<file path="src/rtl/comparator_pkg.sv">
// Shared flag layout and legal codes for the ForthSuper comparator.
// Optional output register is enabled with COMPARATOR_REG_EN.
package comparator_pkg;

  localparam int CMP_EQ  = 5;
  localparam int CMP_NEQ = 4;
  localparam int CMP_LT  = 3;
  localparam int CMP_LTE = 2;
  localparam int CMP_GT  = 1;
  localparam int CMP_GTE = 0;

  typedef logic [5:0] cmp_flags_t;

  localparam cmp_flags_t CMP_CODE_EQ = 6'b100101;
  localparam cmp_flags_t CMP_CODE_LT = 6'b011100;
  localparam cmp_flags_t CMP_CODE_GT = 6'b010011;

  // Expand the two raw tree results into the full flag vector.
  function automatic cmp_flags_t cmp_flags(
    input logic eq,
    input logic lt
  );
    cmp_flags_t f;
    logic gt;
    gt = ~eq & ~lt;
    f = '0;
    f[CMP_EQ]  = eq;
    f[CMP_NEQ] = ~eq;
    f[CMP_LT]  = lt;
    f[CMP_LTE] = lt | eq;
    f[CMP_GT]  = gt;
    f[CMP_GTE] = gt | eq;
    return f;
  endfunction

endpackage

</file>
<file path="src/rtl/cmp_core.sv">
// Raw unsigned eq/lt via a log-depth merge tree, MSB-first per pair.
// Unaffected by COMPARATOR_REG_EN.
module cmp_core #(
  parameter int N = 32
) (
  input  logic [N-1:0] a,
  input  logic [N-1:0] b,
  output logic         eq,
  output logic         lt
);

  localparam int L = (N > 1) ? $clog2(N) : 0;
  localparam int P = 1 << L;

  logic [P-1:0] ap;
  logic [P-1:0] bp;
  logic [P-1:0] e_t;
  logic [P-1:0] l_t;

  // Zero padding to a power of two: padded bits read as equal.
  // Each level folds pair (2i+1 hi, 2i lo) into slot i in place.
  always_comb begin
    ap  = P'(a);
    bp  = P'(b);
    e_t = ~(ap ^ bp);
    l_t = ~ap & bp;
    for (int lv = 0; lv < L; lv++) begin
      for (int i = 0; i < (P >> (lv + 1)); i++) begin
        l_t[i] = l_t[2*i+1] | (e_t[2*i+1] & l_t[2*i]);
        e_t[i] = e_t[2*i+1] & e_t[2*i];
      end
    end
  end

  assign eq = e_t[0];
  assign lt = l_t[0];

endmodule

</file>
<file path="src/rtl/comparator.sv">
// N-bit unsigned comparator producing {eq,neq,lt,lte,gt,gte}.
// COMPARATOR_REG_EN adds a 1-cycle output register with async clear.
module comparator
  import comparator_pkg::*;
#(
  parameter int N = 32
) (
  input  logic       clk,
  input  logic       rst_n,
  input  logic [N-1:0] a,
  input  logic [N-1:0] b,
  output cmp_flags_t o
);

  logic       eq_raw;
  logic       lt_raw;
  cmp_flags_t o_d;

  cmp_core #(
    .N(N)
  ) u_core (
    .a  (a),
    .b  (b),
    .eq (eq_raw),
    .lt (lt_raw)
  );

  always_comb begin
    o_d = cmp_flags(eq_raw, lt_raw);
  end

`ifdef COMPARATOR_REG_EN
  cmp_flags_t o_q;

  always_ff @(posedge clk or negedge rst_n) begin
    if (!rst_n) begin
      o_q <= '0;
    end else begin
      o_q <= o_d;
    end
  end

  assign o = o_q;
`else
  logic unused_clk_rst;

  assign unused_clk_rst = clk ^ rst_n;
  assign o = o_d;
`endif

endmodule

</file>
<file path="config.mk">
export PLATFORM = sky130hd
export DESIGN_NAME = comparator
export DESIGN_NICKNAME = d
export VERILOG_FILES = /design/src/rtl/comparator_pkg.sv /design/src/rtl/cmp_core.sv /design/src/rtl/comparator.sv
export SDC_FILE = /design/constraint.sdc
export NUM_CORES = 1
export LEC_CHECK = 0
export ABC_AREA = 1
export CAP_MARGIN = 0
export CORE_AREA = 2 2 46 48
export DETAILED_ROUTE_END_ITERATION = 7
export DIE_AREA = 0 0 48 50
export DONT_BUFFER_PORTS = 1
export GPL_ROUTABILITY_DRIVEN = 0
export GPL_TIMING_DRIVEN = 0
export SYNTH_ARGS = -nofsm -noshare
export SYNTH_HDL_FRONTEND = slang
export SYNTH_HIERARCHICAL = 1
export SYNTH_SLANG_ARGS = --single-unit
</file>
<file path="constraint.sdc">
create_clock -name vclk -period 2.6
set_input_delay 0.52 -clock vclk [all_inputs]
set_output_delay 0.52 -clock vclk [all_outputs]
set_load 0.01 [all_outputs]
</file>
==> impl_table.tex <==
\begin{tabular}{lr}
\hline
Metric & Value \\
\hline
\multicolumn{2}{l}{\textbf{Outcome}} \\
Outcome & complete, no violations \\
\multicolumn{2}{l}{\textbf{STA}} \\
Count of final max-slew check failures & 0 \\
Transition at the pin with the smallest max-transition slack & 0.238 ns \\
Final setup viols & 0 \\
Ratio of final minimum period to clock period & 84.5\% \\
Unrepaired setup endpoints after global routing & no \\
Final total negative setup slack & 0 ns \\
Peak Freq & 455 MHz \\
Number of hold-slack violations in the final timing report & 0 \\
Tightest slew margin relative to the limit & 84.1\% \\
Time the worst path needs with I/O delays and setup & 2.20 ns \\
\multicolumn{2}{l}{\textbf{Clock tree}} \\
Post-CTS repair timing setup buffer count & 0 \\
Number of instances resized during post-cts repair & 0 \\
Total of hold buffers inserted after clock tree synthesis & 0 \\
\multicolumn{2}{l}{\textbf{Route}} \\
Residual DRC & 0 \\
Detail Route Antenna Nets & 0 \\
Detailed router's first-iteration violation count & 6 \\
Average detailed-routed wire length per instance & 8.89 µm \\
Met3 Routed Length & 111 µm \\
Highest Signal Layer & met3 \\
Vias/cell & 4.80 \\
Amount of wire on met2 after detailed routing & 739 µm \\
Via count & 835 \\
Wl on met1 & 696 µm \\
Total Wirelength & 1.55 mm \\
Total iterations of the first detailed-routing run & 4 \\
\multicolumn{2}{l}{\textbf{Worst setup path}} \\
Worst Path Arrival & 1.68 ns \\
Highest-delay cell along the critical path & ha\_1 \\
Largest stage delay on the critical path & 0.28 ns \\
Worst setup path startpoint & a[23] \\
Last element of the critical path & o[0] \\
Worst setup SP type & input port \\
Setup CP Type & in2out \\
Worst-path cell chain & inv\_1 > ha\_1 > nand2\_1 > nor2\_1 > nand4\_1 > nor2\_2 > and3b\_1 > inv\_2 > nand2\_1 \\
Data required time of the critical path & 2.08 ns \\
Kind of capture point of the worst setup path & output pin \\
Biggest fanout along the worst timing path & 3 \\
Cell repeated most along the worst path & nand2\_1 \\
\multicolumn{2}{l}{\textbf{Synthesis}} \\
Cell area after synthesis & 908 µm² \\
Fraction of synthesized cell area taken by the top area cell type & 44.1\% \\
Post-synthesis mux area share & 0\% \\
Gate count after technology mapping & 147 \\
Leading post-synthesis cells by cell area & ha\_1 (44\%), inv\_1 (16\%), nand2\_1 (14\%) \\
Top-count cell post-synth & inv\_1 \\
Commonest cells in the synthesized netlist & inv\_1 (39), nand2\_1 (34), ha\_1 (32) \\
Register area share after synthesis & 0\% \\
Post-synthesis share of cell area spent on full adders, half adders and majority gates & 44.1\% \\
Avg Inst Size Synth & 6.18 µm² \\
Xor and xnor area share after synthesis & 0\% \\
Synthesized net count & 245 \\
Leading area contributor after synthesis & ha\_1 \\
Simple-Gate Fraction of Synth Area & 25.6\% \\
Dominant combinational cell family by area after synthesis & adder cells \\
Count of yosys warnings during synthesis & 6 \\
Synth cell types & 19 \\
Compound-cell area share of the yosys netlist & 10.9\% \\
\multicolumn{2}{l}{\textbf{Finish}} \\
Clock buffers & 0 \\
Layout overhead on the synthesized area & 3.72\% \\
Number of sequential cells & 0 \\
Final non-filler cell area & 942 µm² \\
Fraction of layout instances using a drive strength above 1 & 6.80\% \\
Number of nets in the finished design & 247 \\
Storage cell area & 0 µm² \\
Number of fill cells in the layout & 219 \\
Antenna fix cells & 0 \\
\multicolumn{2}{l}{\textbf{Floorplan}} \\
Vertical die dimension & 50 µm \\
Number of ports placed on the die boundary & 72 \\
Initial core utilization & 47.8\% \\
Die Footprint & 0.00240 mm² \\
Core Footprint & 0.00190 mm² \\
Std-Cell Rows & 16 \\
Die outline width & 48 µm \\
\multicolumn{2}{l}{\textbf{Global routing}} \\
Initial antenna violation count & 0 \\
Residual overflow from global routing & 0 \\
Total routing resource utilization after global routing & 12.5\% \\
First-pass GRT wire length & 2.43 mm \\
Via count of the first global-routing pass & 707 \\
Largest net degree at the start of global routing & 5 \\
\multicolumn{2}{l}{\textbf{Placed design}} \\
Cell area after placement & 942 µm² \\
Number of buffer cells added on primary ports & 0 \\
Post-DP HPWL & 1.56 mm \\
\multicolumn{2}{l}{\textbf{Worst hold path}} \\
Path category of the worst min-delay check & in2out \\
Cell count of the worst hold path & 4 \\
\multicolumn{2}{l}{\textbf{Pwr}} \\
Power per cell area & 134 mW/mm² \\
Maximum vdd ir drop & 0.0000594 V \\
Leakage power figure & 0.630 nW \\
\multicolumn{2}{l}{\textbf{Job}} \\
Max\_cap viols & 0 \\
\hline
\end{tabular}
## power by group
group | switching (mW) | leakage (nW) | internal (mW)
Sequential | 0 | 0 | 0
Clock | 0 | 0 | 0
Combinational | 0.0713 | 0.630 | 0.0554
## placed cells by master (no fill, tap or decap), types with 2 or more instances in the layout
| master | n |
|---|---|
| a21o_1 | 2 |
| a21oi_1 | 13 |
| buf_4 | 2 |
| clkinv_1 | 2 |
| ha_1 | 32 |
| inv_1 | 39 |
| inv_2 | 2 |
| nand2_1 | 34 |
| nand2_2 | 2 |
| nand4_1 | 3 |
| nor2_1 | 8 |
## cell type report
class	count	area (µm²)	area share, %
multi-input combinational	102	732	77.7
inverter	43	161	17.1
tap	27	33.8	3.59
buffer	2	15.0	1.59
## worst min path at each step
stage          from  endpoint
6_report       b[0]      o[4]
5_1_grt        b[0]      o[4]
4_1_cts        b[0]      o[4]
3_5_place_dp   b[0]      o[4]
3_3_place_gp   b[0]      o[4]
2_1_floorplan  b[0]      o[4]
## routing by layer
layer / global-route usage [%] / vias up
met4: 0 / 0
met3: 0 / 0
met2: 24.0 / 39
li1: - / 457
met5: 0 / -
met1: 15.7 / 339
## critical path, delay by kind of cell
kind / cells / cell delay, ns
buffers and inverters: 2 / 0.10
and+or+nand+nor: 6 / 0.77
adders and majority gates: 1 / 0.28
## through the flow
| stage | utilization, % | hold slack, ns | total power [mW] | worst slack (ns) | instances |
|---|---|---|---|---|---|
| finish | 49.5 | 1.59 | 0.127 | 0.403 | 174 |
| global route | 49.5 | 1.66 | 0.155 | 0.271 | 174 |
| floorplan | - | 1.52 | 0.109 | 0.496 | 147 |
| global placement | 49.5 | 1.59 | 0.124 | 0.403 | 174 |
| detailed placement | 49.5 | 1.61 | 0.130 | 0.382 | 174 |
| CTS | 49.5 | 1.62 | 0.130 | 0.376 | 174 |
## logic make-up (layout without fill, tap and decap cells)
kind of cell / after synthesis / after routing
and+or+nand+nor: 52 / 52
buffers and inverters: 45 / 45
adders and majority gates: 32 / 32
AOI/OAI and AO/OA: 18 / 18
(Power assumes the default switching activity.)
